**src/rtl/alu_pkg.sv**
```systemverilog
`default_nettype none
// ---------------------------------------------------------------------------
// alu_pkg : shared ALUOp/funct codes, ALU operation codes and MDU state type
// Rev 1.0
// ---------------------------------------------------------------------------
package alu_pkg;

  localparam logic [2:0] ALUOP_ANDI  = 3'b000;
  localparam logic [2:0] ALUOP_ORI   = 3'b001;
  localparam logic [2:0] ALUOP_ADDI  = 3'b100;
  localparam logic [2:0] ALUOP_LUI   = 3'b101;
  localparam logic [2:0] ALUOP_RTYPE = 3'b111;

  localparam logic [5:0] FUNCT_AND   = 6'b100100;
  localparam logic [5:0] FUNCT_OR    = 6'b100101;
  localparam logic [5:0] FUNCT_NOR   = 6'b100111;
  localparam logic [5:0] FUNCT_ADD   = 6'b100000;
  localparam logic [5:0] FUNCT_SUB   = 6'b100010;
  localparam logic [5:0] FUNCT_SLL   = 6'b000000;
  localparam logic [5:0] FUNCT_SRL   = 6'b000010;
  localparam logic [5:0] FUNCT_SLT   = 6'b101010;
  localparam logic [5:0] FUNCT_MFHI  = 6'b010000;
  localparam logic [5:0] FUNCT_MFLO  = 6'b010010;
  localparam logic [5:0] FUNCT_MULTU = 6'b011001;
  localparam logic [5:0] FUNCT_DIVU  = 6'b011011;

  localparam logic [3:0] OP_AND   = 4'b0000;
  localparam logic [3:0] OP_OR    = 4'b0001;
  localparam logic [3:0] OP_NOR   = 4'b0010;
  localparam logic [3:0] OP_ADD   = 4'b0011;
  localparam logic [3:0] OP_SUB   = 4'b0100;
  localparam logic [3:0] OP_LUI   = 4'b0101;
  localparam logic [3:0] OP_SLL   = 4'b0110;
  localparam logic [3:0] OP_SRL   = 4'b0111;
  localparam logic [3:0] OP_SLT   = 4'b1000;
  localparam logic [3:0] OP_NOP   = 4'b1001;
  localparam logic [3:0] OP_MFHI  = 4'b1010;
  localparam logic [3:0] OP_MFLO  = 4'b1011;
  localparam logic [3:0] OP_MULTU = 4'b1100;
  localparam logic [3:0] OP_DIVU  = 4'b1101;

  typedef enum logic [1:0] {
    MDU_IDLE = 2'd0,
    MDU_MUL  = 2'd1,
    MDU_DIV  = 2'd2
  } mdu_state_e;

endpackage
`default_nettype wire

```
**src/rtl/mdu_iter.sv**
```systemverilog
`default_nettype none
// ---------------------------------------------------------------------------
// mdu_iter : one-bit-per-cycle unsigned shift-add multiplier / restoring divider
// Rev 1.0
// ---------------------------------------------------------------------------
module mdu_iter #(
  parameter int DATA_WIDTH = 32,
  parameter int CNT_WIDTH  = $clog2(DATA_WIDTH)
) (
  input  logic                  clk,
  input  logic                  reset,
  input  logic                  start_mul,
  input  logic                  start_div,
  input  logic [DATA_WIDTH-1:0] a,
  input  logic [DATA_WIDTH-1:0] b,
  output logic                  busy,
  output logic                  done,
  output logic [DATA_WIDTH-1:0] hi,
  output logic [DATA_WIDTH-1:0] lo
);
  import alu_pkg::*;

  localparam int                   W        = DATA_WIDTH;
  localparam logic [CNT_WIDTH-1:0] LAST_CNT = CNT_WIDTH'(DATA_WIDTH - 1);

  mdu_state_e           state_q;
  logic [CNT_WIDTH-1:0] cnt_q;
  logic [W-1:0]         acc_q, mq_q, opb_q, hi_q, lo_q;
  logic [W-1:0]         acc_d, mq_d;
  logic                 done_q;
  logic [W:0]           mul_sum, div_shift, div_diff;

  // acc_q is the running upper product half / partial remainder;
  // mq_q holds the multiplier (shifted out) or dividend (shifted into quotient).
  always_comb begin
    mul_sum   = {1'b0, acc_q} + (mq_q[0] ? {1'b0, opb_q} : '0);
    div_shift = {acc_q, mq_q[W-1]};
    div_diff  = div_shift - {1'b0, opb_q};
    acc_d     = acc_q;
    mq_d      = mq_q;
    if (state_q == MDU_MUL) begin
      acc_d = mul_sum[W:1];
      mq_d  = {mul_sum[0], mq_q[W-1:1]};
    end else if (state_q == MDU_DIV) begin
      if (div_diff[W]) begin
        acc_d = div_shift[W-1:0];
        mq_d  = {mq_q[W-2:0], 1'b0};
      end else begin
        acc_d = div_diff[W-1:0];
        mq_d  = {mq_q[W-2:0], 1'b1};
      end
    end
  end

  always_ff @(posedge clk) begin
    if (reset) begin
      state_q <= MDU_IDLE;
      cnt_q   <= '0;
      acc_q   <= '0;
      mq_q    <= '0;
      opb_q   <= '0;
      hi_q    <= '0;
      lo_q    <= '0;
      done_q  <= 1'b0;
    end else begin
      done_q <= 1'b0;
      case (state_q)
        MDU_IDLE: begin
          if (start_mul) begin
            acc_q   <= '0;
            mq_q    <= b;
            opb_q   <= a;
            cnt_q   <= '0;
            state_q <= MDU_MUL;
          end else if (start_div) begin
            acc_q   <= '0;
            mq_q    <= a;
            opb_q   <= b;
            cnt_q   <= '0;
            state_q <= MDU_DIV;
          end
        end
        MDU_MUL, MDU_DIV: begin
          acc_q <= acc_d;
          mq_q  <= mq_d;
          cnt_q <= cnt_q + 1'b1;
          if (cnt_q == LAST_CNT) begin
            hi_q    <= acc_d;
            lo_q    <= mq_d;
            done_q  <= 1'b1;
            cnt_q   <= '0;
            state_q <= MDU_IDLE;
          end
        end
        default: state_q <= MDU_IDLE;
      endcase
    end
  end

  assign busy = (state_q != MDU_IDLE);
  assign done = done_q;
  assign hi   = hi_q;
  assign lo   = lo_q;

endmodule
`default_nettype wire

```
**src/rtl/alu_control_mdu.sv**
```systemverilog
`default_nettype none
// ---------------------------------------------------------------------------
// alu_control_mdu : ALU control decode plus MULTU/DIVU unit with HI/LO and stall
// Rev 1.0
// ---------------------------------------------------------------------------
module alu_control_mdu #(
  parameter int DATA_WIDTH = 32,
  parameter int CNT_WIDTH  = $clog2(DATA_WIDTH)
) (
  input  logic                  clk,
  input  logic                  reset,
  input  logic                  Valid,
  input  logic [2:0]            ALUOp,
  input  logic [5:0]            ALUFunction,
  input  logic [DATA_WIDTH-1:0] OperandA,
  input  logic [DATA_WIDTH-1:0] OperandB,
  output logic [3:0]            ALUOperation,
  output logic                  MDUSelect,
  output logic [DATA_WIDTH-1:0] MDUResult,
  output logic                  Stall,
  output logic                  Busy,
  output logic                  Done,
  output logic                  DivByZero
);
  import alu_pkg::*;

  logic [3:0]            op;
  logic                  mdu_op, start_mul, start_div, div_by_zero_q;
  logic [DATA_WIDTH-1:0] hi, lo;

  always_comb begin
    op = OP_NOP;
    if (ALUOp == ALUOP_RTYPE) begin
      case (ALUFunction)
        FUNCT_AND:   op = OP_AND;
        FUNCT_OR:    op = OP_OR;
        FUNCT_NOR:   op = OP_NOR;
        FUNCT_ADD:   op = OP_ADD;
        FUNCT_SUB:   op = OP_SUB;
        FUNCT_SLL:   op = OP_SLL;
        FUNCT_SRL:   op = OP_SRL;
        FUNCT_SLT:   op = OP_SLT;
        FUNCT_MFHI:  op = OP_MFHI;
        FUNCT_MFLO:  op = OP_MFLO;
        FUNCT_MULTU: op = OP_MULTU;
        FUNCT_DIVU:  op = OP_DIVU;
        default:     op = OP_NOP;
      endcase
    end else begin
      case (ALUOp)
        ALUOP_ANDI: op = OP_AND;
        ALUOP_ORI:  op = OP_OR;
        ALUOP_ADDI: op = OP_ADD;
        ALUOP_LUI:  op = OP_LUI;
        default:    op = OP_NOP;
      endcase
    end
  end

  // Only MDU-touching instructions wait; everything else flows past a busy MDU.
  assign mdu_op    = (op == OP_MULTU) || (op == OP_DIVU) || (op == OP_MFHI) || (op == OP_MFLO);
  assign Stall     = Valid & Busy & mdu_op;
  assign start_mul = Valid & ~Busy & (op == OP_MULTU);
  assign start_div = Valid & ~Busy & (op == OP_DIVU);

  assign ALUOperation = op;
  assign MDUSelect    = (op == OP_MFHI) || (op == OP_MFLO);
  assign MDUResult    = (op == OP_MFHI) ? hi : (op == OP_MFLO) ? lo : '0;

  always_ff @(posedge clk) begin
    if (reset) begin
      div_by_zero_q <= 1'b0;
    end else if (start_div) begin
      div_by_zero_q <= (OperandB == '0);
    end
  end

  assign DivByZero = div_by_zero_q;

  mdu_iter #(
    .DATA_WIDTH (DATA_WIDTH),
    .CNT_WIDTH  (CNT_WIDTH)
  ) u_mdu (
    .clk       (clk),
    .reset     (reset),
    .start_mul (start_mul),
    .start_div (start_div),
    .a         (OperandA),
    .b         (OperandB),
    .busy      (Busy),
    .done      (Done),
    .hi        (hi),
    .lo        (lo)
  );

endmodule
`default_nettype wire

```
**config.mk**
```make
export PLATFORM = sky130hd
export DESIGN_NAME = alu_control_mdu
export DESIGN_NICKNAME = d
export VERILOG_FILES = /design/src/rtl/alu_pkg.sv /design/src/rtl/mdu_iter.sv /design/src/rtl/alu_control_mdu.sv
export SDC_FILE = /design/constraint.sdc
export NUM_CORES = 1
export LEC_CHECK = 0
export CORE_MARGIN = 5
export CORE_UTILIZATION = 45
export DETAILED_ROUTE_END_ITERATION = 10
export HOLD_SLACK_MARGIN = 0.06
export PLACE_DENSITY = 0.69
export SLEW_MARGIN = 25
export SYNTH_ARGS = -nofsm -noshare
export SYNTH_HDL_FRONTEND = slang
export SYNTH_SLANG_ARGS = --single-unit
```
**constraint.sdc**
```tcl
create_clock -name clk -period 3 [get_ports clk]
set_input_delay 0.45 -clock clk [delete_from_list [all_inputs] [get_ports clk]]
set_output_delay 0.45 -clock clk [all_outputs]
set_load 0.03 [all_outputs]
```
# [After elaboration in Yosys (flattened, before gate mapping)]
# Cells that the tools add are included.
[word_totals] regBits=169 latch_bits=0 ramBits=0 rom_bits=0 in_bits=76 out_inout_bits=41 wordCells=89 n_memories=0
[op_classes] add_sub_neg=3 mul=0 div=0 magnitude_cmp=0 n_eq_ne=24 shifts=0 n_mux=29 bitwise_logic=7 n_reduce_logical=17
[op_table] op="two-way mux 32 bit" count=14
[op_table] op="case mux 32 bit (2 select lines)" count=2
[op_table] op="case mux 4 bit (12 select lines)" count=1
[op_table] op="== test 6 bit, second input constant" count=6
[op_table] op="adder 32 x 33 -> 33 bit" count=1
[op_table] op="subtractor 33 x 32 -> 33 bit" count=1
[op_table] op="zero test 32 bit" count=1
[op_table] op="== test 6 x 5 -> 1 bit, second input constant" count=4
[op_table] op="== test 4 bit, second input constant" count=4
[op_table] op="case mux 4 bit (4 select lines)" count=1
[op_table] op="two-way mux 5 bit" count=3
[op_table] op="case mux 5 bit (2 select lines)" count=1
[op_table] op="== test 3 bit, second input constant" count=3
[op_table] op="AND reduction 2 bit" count=4
[op_table] op="== test 6 x 2 -> 1 bit, second input constant" count=1
[op_table] op="zero test 6 bit" count=1
[op_table] op="two-way mux 2 bit" count=3
[op_table] op="nonzero test 2 bit" count=3
[op_table] op="adder 5 x 1 -> 5 bit, second input constant" count=1
[op_table] op="bitwise AND 1 bit" count=5
[op_table] op="== test 5 bit, second input constant" count=1
[op_table] op="logical OR 1 bit" count=4
[op_table] op="two-way mux 4 bit" count=1
[op_table] op="case mux 2 bit (2 select lines)" count=1
[op_table] op="10 further kinds" count=13

# [Logic depth before layout (Yosys ltp)]
[depth] depth_word=8 ltp_mapped=14

# [Cells and area by module]
# A second synthesis with hierarchy kept.
[hier_totals] hier_cells=1874 hier_area_um2=14042.2
[modules_own_cells] module="mdu_iter" instances=1 cells_each=1619 area_per_inst_um2=12316.8
[modules_own_cells] module="alu_control_mdu" instances=1 cells_each=255 area_per_inst_um2=1725.4

# [Worst setup path after synthesis]
# OpenSTA, ideal clock, no wires.
[synth_path] path_type="in2out" start="input ALUFunction[0]" end="output MDUResult[22]" arrival_ps=3037 slack_ps=-487 cell_stages=11 path_buffers=3 path_cell_list="clkbuf_1 nand2b_1 a31o_2 a221oi_2 nand2b_1 o32ai_1 inv_1 clkbuf_1 clkbuf_1 nand2_1 a21oi_1"
[synth_via] elab_chain_len=6 elab_cells_between_ends=18 classes_between="eq/ne (13); mux (4); reduce/logical (1)"
[synth_rtl] element="start, declared" line_no="alu_control_mdu.sv:14" text="input logic [5:0] ALUFunction,"
[synth_rtl] element="== test 6 x 5 -> 1 bit, or another cell as far along" line_no="alu_control_mdu.sv:34" text="case (ALUFunction)"
[synth_rtl] element="case mux 4 bit (12 select lines) *" line_no="alu_control_mdu.sv:34"
[synth_rtl] element="two-way mux 4 bit *" line_no="alu_control_mdu.sv:33" text="if (ALUOp == ALUOP_RTYPE) begin"
[synth_rtl] element="net ALUOperation[0]" line_no="alu_control_mdu.sv:17" text="output logic [3:0] ALUOperation,"
[synth_rtl] element="== test 4 bit" line_no="alu_control_mdu.sv:68" text="assign MDUResult = (op == OP_MFHI) ? hi : (op == OP_MFLO) ? lo : '0;"
[synth_rtl] element="two-way mux 32 bit" line_no="alu_control_mdu.sv:68"
[synth_rtl] element="two-way mux 32 bit *" line_no="alu_control_mdu.sv:68"
[synth_rtl] element="end, declared" line_no="alu_control_mdu.sv:19" text="output logic [DATA_WIDTH-1:0] MDUResult,"
# Mark *: on every way through the listed nets, which the timed path passes. The rest lies on a longest branch.

# [Worst setup path in the final report]
[layout_path] start="register u_mdu.opb_q[0]" end="register u_mdu.hi_q[4], in the netlist u_mdu.hi[4]"
[layout_via] elab_chain_len=4 elab_cells_between_ends=6 classes_between="add/sub (2); mux (4)"
[layout_rtl] element="start, declared" line_no="mdu_iter.sv:28" text="logic [W-1:0] acc_q, mq_q, opb_q, hi_q, lo_q;"
[layout_rtl] element="start signal, assigned" line_no="mdu_iter.sv:61" text="opb_q <= '0;"
[layout_rtl] element="start signal, assigned" line_no="mdu_iter.sv:72" text="opb_q <= a;"
[layout_rtl] element="start signal, assigned" line_no="mdu_iter.sv:78" text="opb_q <= b;"
[layout_rtl] element="subtractor 33 x 32 -> 33 bit" line_no="mdu_iter.sv:38" text="div_diff = div_shift - {1'b0, opb_q};"
[layout_rtl] element="two-way mux 32 bit" line_no="mdu_iter.sv:45" text="if (div_diff[W]) begin"
[layout_rtl] element="two-way mux 32 bit" line_no="mdu_iter.sv:44" text="end else if (state_q == MDU_DIV) begin"
[layout_rtl] element="two-way mux 32 bit *" line_no="mdu_iter.sv:41" text="if (state_q == MDU_MUL) begin"
[layout_rtl] element="end signal, assigned" line_no="mdu_iter.sv:62" text="hi_q <= '0;"
[layout_rtl] element="end signal, assigned" line_no="mdu_iter.sv:88" text="hi_q <= acc_d;"
[layout_rtl] element="end, declared" line_no="mdu_iter.sv:28"
# Every way passes the cells marked *; elsewhere a longest branch is shown, timed or not.
# A chain may end at the register's enable or synchronous reset.

==> tab_implementation.tex <==
\begin{tabular}{lr}
\hline
Metric & Value \\
\hline
\multicolumn{2}{l}{\textbf{Outcome}} \\
Status & finished with violations \\
Failing checks & negative setup slack \\
\multicolumn{2}{l}{\textbf{Worst setup path}} \\
CP most frequent cell & sky130\_fd\_sc\_hd\_\_buf\_4 \\
Worst R2R Start & u\_mdu.opb\_q[0] \\
Worst setup slack for register-to-register paths & -0.08 ns \\
Endpoint type of the worst setup path & flop \\
Terminus of the critical flop-to-flop path & u\_mdu.hi[4] \\
Depth of the most critical reg-to-reg path & 15 \\
Type of the worst setup path & reg -> reg \\
Critical-path maximum fanout & 8 \\
Arrival time worst endpoint & 3.36 ns \\
Critical path's slowest cell & sky130\_fd\_sc\_hd\_\_fa\_2 \\
Ordered cell list for the critical path & buf\_6, ha\_4, fa\_2, nand2b\_4, a21oi\_2, buf\_4, o21ai\_4, a21bo\_2, a31oi\_4, nor2\_4, clkbuf\_16, or3\_1, a32oi\_1, buf\_4, a211oi\_1 \\
Required time at the worst-slack endpoint & 3.28 ns \\
Largest stage delay on the critical path & 0.34 ns \\
Kind of launch point of the worst setup path & flop \\
\multicolumn{2}{l}{\textbf{Synthesis}} \\
Combinational family with the most area after synthesis & compound AO/OA/AOI/OAI gates \\
Share of flip-flops with an asynchronous set or reset after synthesis & 0 \\
Library cells used by synthesis & 82 \\
Fraction of the yosys area taken by sequential cells & 0.257 \\
Share of the synthesized area in compound gates (AO/OA/AOI/OAI) & 0.279 \\
Cell area after technology mapping & 0.0132 mm2 \\
Mapped Cells & 1849 \\
Number of register bits inferred by synthesis & 169 \\
Leading cell types by total area after synthesis & sky130\_fd\_sc\_hd\_\_dfxtp\_1, sky130\_fd\_sc\_hd\_\_nand2\_1, sky130\_fd\_sc\_hd\_\_ha\_1, sky130\_fd\_sc\_hd\_\_a21oi\_1, sky130\_fd\_sc\_hd\_\_mux2i\_1 \\
YS warnings & 0 \\
Adder-cell area share of the yosys netlist & 0.0685 \\
Synthesized area per cell & 7.13 um2 \\
Mux share of post-synthesis cell area & 0.0613 \\
Top\_reg\_cell synth & sky130\_fd\_sc\_hd\_\_dfxtp\_1 \\
Syn nets & 1996 \\
Yosys top cell area share & 0.257 \\
Xor-xnor portion of the synthesized cell area & 0.0325 \\
Largest area contributor in the netlist & sky130\_fd\_sc\_hd\_\_dfxtp\_1 \\
Simple logic cell fraction of the synthesized area & 0.244 \\
Post-synth EDFFs & 0 \\
\multicolumn{2}{l}{\textbf{Min path}} \\
Hold Crit Start & reset \\
Worst hold path type & in -> reg \\
Number of cells traversed by the worst hold path & 2 \\
End point of the most critical hold path & u\_mdu.acc\_q[12] \\
\multicolumn{2}{l}{\textbf{Final layout}} \\
Area taken by multi-input logic gates & 0.0110 mm2 \\
Total area of sequential cells & 0.00343 mm2 \\
Total of fill cells in the finished design & 2335 \\
Signed area change from the synthesized netlist to the final layout & 49.6\% \\
Layout cells sized above 1 & 0.329 \\
Leading cell type in the layout, fill and taps excluded & sky130\_fd\_sc\_hd\_\_nand2\_1 \\
Most used cells in the layout excluding fill and tap cells & sky130\_fd\_sc\_hd\_\_nand2\_1, sky130\_fd\_sc\_hd\_\_buf\_4, sky130\_fd\_sc\_hd\_\_dfxtp\_1, sky130\_fd\_sc\_hd\_\_nor2\_1, sky130\_fd\_sc\_hd\_\_a21oi\_1 \\
Number of nets at the end of the flow & 2334 \\
ANT cells & 0 \\
\multicolumn{2}{l}{\textbf{Timing}} \\
Final setup violating endpoints & 20 \\
Worst relative slew slack & 0.397 \\
Period utilization & 1.03 \\
Setup repair after global routing missed its margin & yes \\
Hold Fails Final Rpt & 0 \\
Worst clock skew on the final layout & 0.0148 ns \\
Worst Slack Setup Final & -0.0796 ns \\
Max Clock Freq & 0.325 GHz \\
Number of pins with negative max-slew slack in the final report & 0 \\
Post-route minimum period & 3.08 ns \\
Setup tns final & -0.746 ns \\
Pin slew with the least headroom to its limit & 0.905 ns \\
\multicolumn{2}{l}{\textbf{Drt}} \\
Average detailed-routed wire length per instance & 21.2 um \\
Routed vias/inst & 6.07 \\
Routed via count & 15700 \\
Antenna Violating Nets Remaining & 0 \\
Number of DRC markers in iteration 0 & 1803 \\
Remaining DRCs & 0 \\
Length of the first detailed-routing pass in iterations & 7 \\
Routed WL & 54800 um \\
\multicolumn{2}{l}{\textbf{Global route}} \\
Total overflow reported by the global router & 0 \\
Pin count of the biggest net entering global routing & 89 \\
First-pass GRT wire length & 81700 um \\
Initial antenna violation count & 1 \\
Global Route Usage Sum & 0.305 \\
Via count of the first global-routing pass & 14800 \\
\multicolumn{2}{l}{\textbf{Floorplanning}} \\
Std cell rows & 62 \\
Num ports & 117 \\
Horizontal die dimension & 181 um \\
Starting Density & 0.457 \\
Die area & 0.0328 mm2 \\
Core region area & 0.0289 mm2 \\
Die boundary height & 181 um \\
\multicolumn{2}{l}{\textbf{Power}} \\
Static leakage & 7.46 nW \\
Relative contribution of the clock network to total power & 0.385 \\
Power density cells & 306 mW/mm2 \\
Switching part of the total & 0.318 \\
IR Drop Worst-Case VDD & 402 uV \\
Psw & 0.00192 W \\
Sequential share of power & 0.376 \\
Int Power & 0.00412 W \\
Comb power frac & 0.238 \\
Total power of the final layout & 0.00604 W \\
\multicolumn{2}{l}{\textbf{Clock tree}} \\
Clk sinks & 169 \\
Bufs on Longest Clock Path & 2 \\
Clock root cell & sky130\_fd\_sc\_hd\_\_clkbuf\_16 \\
Clock tree from TritonCTS & built \\
Clock transition at the register clock pins on the worst setup and hold paths after CTS & 0.08 ns \\
Number of H-tree levels & 4 \\
Number of buffers added by the clock tree synthesis step & 17 \\
Clock latency at the later pin of the worst-skew pair & 0.44 ns \\
Post-cts hold buffer count & 0 \\
\multicolumn{2}{l}{\textbf{Place}} \\
Port buffer count & 116 \\
DP Worst Slack & -0.422 ns \\
Final Wtd Congestion & 0.987 \\
HPWL after DPL & 39100 um \\
\multicolumn{2}{l}{\textbf{Flow run}} \\
Number of violations of the max-capacitance limit & 0 \\
\hline
\end{tabular}
routing by layer:
metal	track usage	wire length, um	up-vias
met1	0.449	24400	7467
met2	0.466	24500	805
li1	-	-	7305
met5	0	0	-
met4	0.0724	1280	0
met3	0.0515	4660	118
flip-flops by register name, summed over array words and instances (netlist names):
signal	count
u_mdu.acc_q	32
u_mdu.hi	32
u_mdu.lo	32
u_mdu.mq_q	32
u_mdu.opb_q	32
u_mdu.cnt_q	5
u_mdu.state_q	2
DivByZero	1
u_mdu.done	1
stage by stage:
stage / util / instances / hold slack [ns] / instance area (um2)
after global routing: 0.684 / 2584 / 0.417 / 19700
after detailed placement: 0.591 / 2513 / 0.449 / 17000
after CTS: 0.643 / 2564 / 0.396 / 18600
final: 0.684 / 2584 / 0.419 / 19700
after global placement: 0.591 / 2513 / 0.443 / 17000
after floorplan: - / 1849 / 0.437 / 13600
cell families after synthesis:
logic type               Yosys count
XOR/XNOR                          49
flip-flops                       169
AO/OA/AOI/OAI                    564
AND/OR/NAND/NOR                  721
multiplexers                      80
buffers and inverters            195
adder cells (fa/ha/maj)           71
how the worst max path moves through the flow:
stage,from,endpoint,slack [ns],cells past startpoint
final,u_mdu.opb_q[0],u_mdu.hi[4],-0.08,15
after global routing,u_mdu.opb_q[23],u_mdu.hi[15],-0.17,13
after CTS,u_mdu.opb_q[0],u_mdu.hi[15],-0.06,15
after detailed placement,ALUFunction[0],MDUResult[10],-0.42,13
after global placement,ALUFunction[5],MDUResult[10],-0.39,12
after floorplan,ALUFunction[0],MDUResult[22],-0.16,11
layout make-up:
type / count / share of cell area
clock buffers: 17 / 0.0216
clock inverters: 15 / 0.00856
inverters: 65 / 0.0131
multi-input cells: 1485 / 0.556
flip-flops and latches: 169 / 0.174
well taps: 384 / 0.0244
repair buffers: 449 / 0.202
power groups by stage:
stage | Clock [W] | Combinational, W | Sequential (W)
detailed placement | 0 | 0.00110 | 0.00233
CTS | 0.00232 | 0.00129 | 0.00227
floorplan | 0 | 0.000594 | 0.00232
global placement | 0 | 0.00109 | 0.00233
global route | 0.00243 | 0.00152 | 0.00228
finish | 0.00233 | 0.00144 | 0.00227
synth_stat cells (5+ instances only):
master and count:
sky130_fd_sc_hd__buf_2 16, sky130_fd_sc_hd__o211ai_1 7, sky130_fd_sc_hd__a211o_1 6, sky130_fd_sc_hd__nand4_1 20
sky130_fd_sc_hd__a21o_1 22, sky130_fd_sc_hd__mux2i_1 74, sky130_fd_sc_hd__o21ai_1 13, sky130_fd_sc_hd__xnor2_1 29
sky130_fd_sc_hd__or2_2 5, sky130_fd_sc_hd__or3_1 10, sky130_fd_sc_hd__a22o_1 34, sky130_fd_sc_hd__nand2b_1 14
sky130_fd_sc_hd__nor3_1 36, sky130_fd_sc_hd__o21a_1 15, sky130_fd_sc_hd__nor4_1 18, sky130_fd_sc_hd__a211oi_1 32
sky130_fd_sc_hd__nor2b_1 7, sky130_fd_sc_hd__o31ai_1 11, sky130_fd_sc_hd__a32oi_1 9, sky130_fd_sc_hd__a311oi_1 34
sky130_fd_sc_hd__inv_1 65, sky130_fd_sc_hd__clkbuf_1 97, sky130_fd_sc_hd__nor2_1 152, sky130_fd_sc_hd__a21oi_1 161
sky130_fd_sc_hd__mux2_2 6, sky130_fd_sc_hd__a2111oi_0 9, sky130_fd_sc_hd__o41ai_1 7, sky130_fd_sc_hd__xor2_1 20
sky130_fd_sc_hd__buf_1 11, sky130_fd_sc_hd__ha_1 69, sky130_fd_sc_hd__nand2_1 360, sky130_fd_sc_hd__o21bai_1 5
sky130_fd_sc_hd__o22ai_1 7, sky130_fd_sc_hd__a22oi_1 9, sky130_fd_sc_hd__o21ai_0 128, sky130_fd_sc_hd__dfxtp_1 169
sky130_fd_sc_hd__a31oi_1 8, sky130_fd_sc_hd__and3_1 13, sky130_fd_sc_hd__and2_1 39, sky130_fd_sc_hd__nand3_1 26
worst max-delay path: cells and delay by family, from the launching register on:
kind	cells	cell delay [ns]
DFF	1	0.33
AOI/OAI and AO/OA	6	0.92
buffers and inverters	4	0.62
and+or+nand+nor	3	0.56
adders and majority gates	2	0.50
what timing repair did:
item | CTS | global route
pin swaps | 76 | 96
gates resized for setup | 186 | 226
buffers inserted | 18 | 20
endpoints found under the setup margin | 100 | 96
cloned | 3 | 3
(Power assumes the default switching activity.)
